[config.mk]
export PLATFORM = sky130hd
export DESIGN_NAME = local_port_interface
export DESIGN_NICKNAME = d
export VERILOG_FILES = /design/src/rtl/local_port_interface.sv
export SDC_FILE = /design/constraint.sdc
export NUM_CORES = 1
export LEC_CHECK = 0
export CELL_PAD_IN_SITES_DETAIL_PLACEMENT = 0
export CELL_PAD_IN_SITES_GLOBAL_PLACEMENT = 1
export CORE_MARGIN = 1
export CORE_UTILIZATION = 42
export DETAILED_ROUTE_END_ITERATION = 10
export PLACE_DENSITY = 0.83
export SETUP_SLACK_MARGIN = 0.05
export SLEW_MARGIN = 20
export SYNTH_ARGS = -nofsm -noshare
export SYNTH_HDL_FRONTEND = slang
export SYNTH_SLANG_ARGS = --single-unit
[constraint.sdc]
create_clock -name clk -period 2.45 [get_ports clk]
set_clock_uncertainty 0.05 [all_clocks]
set_input_delay 0.245 -clock clk [delete_from_list [all_inputs] [get_ports clk]]
set_output_delay 0.245 -clock clk [all_outputs]
set_load 0.02 [all_outputs]
[src/rtl/local_port_interface.sv]
// PE-side end of a router local port: a TX FIFO injects PE packets into the router,
// and an RX FIFO buffers router deliveries for the PE. Also keeps packet counters and a sticky overflow flag.
package local_port_pkg;
  typedef struct packed {
    logic [3:0]  dst;
    logic [27:0] payload;
  } packet_t;
endpackage

module local_port_interface
  import local_port_pkg::*;
#(
  parameter int TX_DEPTH = 4,
  parameter int RX_DEPTH = 4,
  parameter int CNT_W    = 16
) (
  input  logic             clk,
  input  logic             reset_n,
  input  packet_t          i_pe_data,
  input  logic             i_pe_val,
  output logic             o_pe_rdy,
  output packet_t          o_data,
  output logic             o_data_val,
  input  logic             i_en,
  input  packet_t          i_data,
  input  logic             i_data_val,
  output logic             o_en,
  output packet_t          o_pe_data,
  output logic             o_pe_val,
  input  logic             i_pe_rdy,
  output logic [CNT_W-1:0] o_tx_count,
  output logic [CNT_W-1:0] o_rx_count,
  output logic             o_overflow
);

  localparam int TX_AW = $clog2(TX_DEPTH);
  localparam int RX_AW = $clog2(RX_DEPTH);
  localparam logic [TX_AW:0] TX_FULL = (TX_AW + 1)'(TX_DEPTH);
  localparam logic [RX_AW:0] RX_FULL = (RX_AW + 1)'(RX_DEPTH);

  // ---------------- TX path ----------------
  packet_t          tx_mem [TX_DEPTH];
  logic [TX_AW-1:0] tx_wr_ptr, tx_rd_ptr;
  logic [TX_AW:0]   tx_occ;
  logic             tx_push, tx_pop;

  assign o_pe_rdy   = (tx_occ != TX_FULL);
  assign o_data_val = (tx_occ != '0) & i_en;
  assign o_data     = tx_mem[tx_rd_ptr];
  assign tx_push    = i_pe_val & o_pe_rdy;
  assign tx_pop     = o_data_val;

  // NOTE: buffer storage is deliberately left out of reset; occupancy alone decides
  // what is visible, and a reset-free array maps onto plain RAM/register files.
  always_ff @(posedge clk) begin
    if (tx_push) tx_mem[tx_wr_ptr] <= i_pe_data;
  end

  always_ff @(posedge clk) begin
    if (!reset_n) begin
      tx_wr_ptr  <= '0;
      tx_rd_ptr  <= '0;
      tx_occ     <= '0;
      o_tx_count <= '0;
    end else begin
      if (tx_push) tx_wr_ptr <= tx_wr_ptr + 1'b1;
      if (tx_pop) begin
        tx_rd_ptr  <= tx_rd_ptr + 1'b1;
        o_tx_count <= o_tx_count + 1'b1;
      end
      case ({tx_push, tx_pop})
        2'b10:   tx_occ <= tx_occ + 1'b1;
        2'b01:   tx_occ <= tx_occ - 1'b1;
        default: tx_occ <= tx_occ;
      endcase
    end
  end

  // ---------------- RX path ----------------
  packet_t          rx_mem [RX_DEPTH];
  logic [RX_AW-1:0] rx_wr_ptr, rx_rd_ptr;
  logic [RX_AW:0]   rx_occ;
  logic             rx_full, rx_write, rx_pop;

  // o_en depends only on registered occupancy so no path runs from i_pe_rdy to the router.
  assign rx_full   = (rx_occ == RX_FULL);
  assign o_en      = ~rx_full;
  assign o_pe_val  = (rx_occ != '0);
  assign o_pe_data = rx_mem[rx_rd_ptr];
  assign rx_write  = i_data_val & ~rx_full;
  assign rx_pop    = o_pe_val & i_pe_rdy;

  always_ff @(posedge clk) begin
    if (rx_write) rx_mem[rx_wr_ptr] <= i_data;
  end

  always_ff @(posedge clk) begin
    if (!reset_n) begin
      rx_wr_ptr  <= '0;
      rx_rd_ptr  <= '0;
      rx_occ     <= '0;
      o_rx_count <= '0;
      o_overflow <= 1'b0;
    end else begin
      if (rx_write) begin
        rx_wr_ptr  <= rx_wr_ptr + 1'b1;
        o_rx_count <= o_rx_count + 1'b1;
      end
      if (rx_pop) rx_rd_ptr <= rx_rd_ptr + 1'b1;
      if (i_data_val && rx_full) o_overflow <= 1'b1;
      case ({rx_write, rx_pop})
        2'b10:   rx_occ <= rx_occ + 1'b1;
        2'b01:   rx_occ <= rx_occ - 1'b1;
        default: rx_occ <= rx_occ;
      endcase
    end
  end

endmodule

==> results.toml <==
[cts]
clock_latency_ns = 0.54
cts_buffer_depth = 3
cts_htree_levels = 1
cts.sinks = 307
cts_root_buffer = "clkbuf_16"
clkTransAtPathRegs_ns = 0.06
cts_tree = "done"
numCtsBuffers = 31

[power]
leakagePower_nw = 4.96
vdd_ir_drop_max_v = 0.000622
powerDensity_nw_per_um2 = 990

[drt]
drt_iter0_drc = 338
wl_per_cell_um = 18.1
dr.pass1.iters = 4
drc = 0
viasPerCell = 4.96
wirelength_mm = 21.8
ant_nets = 0
vias = 5976

[logic_synthesis]
yosys-top-cells-count = "edfxtp_1, mux4_2, dfxtp_1"
yosysTopAreaCellShare_pct = 66.0
syn_area_per_cell_um2 = 19.2
synth.distinct_cells = 47
synthArstFlopShare_pct = 0
syn_nets = 691
syn_area_um2 = 11600
ys_warn_count = 0
yosysMostFrequentCell = "edfxtp_1"
netlist_instances = 607
synth_edf_count = 256
netlist_top_cells_area = "edfxtp_1, mux4_2, dfxtp_1, ha_1, nor2_1"
synth_top_area_cell = "edfxtp_1"
yosysSeqAreaShare_pct = 74.8
ys.flop_type = "edfxtp_1"
synth_seq_cells = 307

[sta]
hold_violations = 0
tns_ns = 0
timing.hold.ws_ns = 0.281
finalCriticalPeriod_ns = 2.31
worstMarginPinSlew_ns = 0.508
timing.final.crit_share_pct = 94.2
finalSetupViolCount = 0
maxSlewHeadroom_pct = 66.1
max_freq_mhz = 433
drv_slew = 0
grt_setup_unrepaired = "false"
setup_ws_ns = 0.143

[placement]
dp_hpwl_mm = 13.3
io_buffers = 170
gp_congestion = 0.761
place_ws_ns = 0.133

[global_route]
grt_pass1_wl_mm = 34.3
grt_pass1_vias = 6250
grt_overflow = 0
grt_max_degree = 33
grtUsageTotal_pct = 15.5
antenna_found_initial = 0

[setup_path]
crit_type = "reg -> out"
cp.required_ns = 2.15
critPathLaunchType = "flop"
reg2reg_from = "tx_occ[2]"
crit_path_max_fanout = 16
worstPathArrival_ns = 2.01
endpoint_kind = "output pin"

[floorplanning]
start_util_pct = 43.0
rows = 60
core-area_um2 = 27100
io_pins = 171
dieArea_um2 = 28400
die_w_um = 168
die_y_um = 168

[final_layout]
antenna-diode-count = 0
drive_gt1_share_pct = 18.6
num-fill-cells = 2093
area_delta_synth_final_pct = 28.8
nets = 897

[worst_hold_path]
holdCritPathClass = "in -> reg"
min-delay-start = "i_data[1]"

[status]
outcome = "complete, no violations"

[run]
max-cap-violations = 0
-- final cells by class --
cell class	count	area, um^2	area share, %
Sequential cell	307	8720	58.2
Multi-Input combinational cell	258	2760	18.4
Timing Repair Buffer	194	2040	13.6
Clock buffer	40	810	5.40
Tap cell	372	465	3.10
Clock inverter	13	115	0.768
Inverter	21	86.3	0.576
-- path summary, 6_finish.rpt --
kind	end	slack, ns	cells after the start
worst max register to register	tx_occ[2]	0.18	9
worst min register to register	o_rx_count[15]	0.43	2
worst min-delay path	rx_mem[3][1]	0.28	1
worst max-delay path	o_pe_data[5]	0.14	3
-- cells in the final DEF (no fill, tap or decap), drive strengths merged, types with 5 or more instances in the layout --
master	synthesis	routed
edfxtp	256	256
clkdlybuf4s50	0	105
mux4	64	64
dlygate4sd2	0	64
dfxtp	51	51
clkbuf	8	42
nor2	36	36
nand2	24	24
buf	13	22
inv	19	20
a21oi	17	17
xnor2	15	15
xor2	13	13
ha	12	12
clkinv	2	11
nand3	10	10
and3	10	10
nand4	7	7
or3	7	7
o21ai	6	6
nor3	5	5
nor4	5	5
-- registers in the layout, indices dropped and copies added (netlist names), 2 cells and up, named ones only --
| name | flops |
|---|---|
| o_tx_count | 16 |
| tx_rd_ptr | 2 |
| tx_occ | 3 |
| rx_occ | 3 |
| rx_wr_ptr | 2 |
| rx_rd_ptr | 2 |
| rx_mem | 128 |
| o_rx_count | 16 |
| tx_mem | 128 |
| tx_wr_ptr | 2 |
-- critical path, stage by stage (launching register included) --
cell,delay (ns)
dfxtp_4,0.42
buf_16,0.19
mux4_2,0.51
dlygate4sd2_1,0.33
-- logic make-up (layout without fill, tap and decap cells) --
kind of cell / after synthesis / count (layout) / synth area share [%]
AOI/OAI and AO/OA: 30 / 30 / 1.68
xor gates and xnor gates: 28 / 28 / 2.11
adders and majority gates: 14 / 14 / 1.63
buffers and inverters: 42 / 268 / 1.62
DFF: 307 / 307 / 74.8
muxes: 68 / 68 / 12.7
and+or+nand+nor: 118 / 118 / 5.44
-- timing repair --
item                                    in CTS  in global routing
pin swaps                                    1                  0
endpoints found under the setup margin      65                 53
buffers inserted                             1                  0
gates cloned                                 2                  2
gates resized for setup                     67                  4
hold buffers                                 0                  0
-- power breakdown --
part / internal [mW] / total [mW] / leakage (nW) / switching (mW)
combinational: 1.96 / 4.05 / 1.75 / 2.09
clock: 2.51 / 4.32 / 0.449 / 1.80
sequential: 6.25 / 6.48 / 2.77 / 0.228
-- routing by layer --
| layer | track usage [%] | wire length (um) | vias to the layer above |
|---|---|---|---|
| li1 | - | - | 2810 |
| met4 | 4.27 | 391 | 0 |
| met1 | 21.5 | 9650 | 2994 |
| met2 | 25.3 | 10600 | 145 |
| met5 | 0 | 0 | - |
| met3 | 2.83 | 1140 | 27 |
-- through the flow --
stage                     instances  instance area (um^2)  util (%)  total power [mW]
final                          1205                 15000      55.3              14.8
after global routing           1205                 15000      55.3              15.5
after CTS                      1203                 14900      55.1              15.0
after detailed placement       1147                 14000      51.8              10.8
after global placement         1147                 14000      51.8              10.8
after floorplan                 607                 11700         -              9.02
No activity file was read; power rests on OpenSTA's default activity.
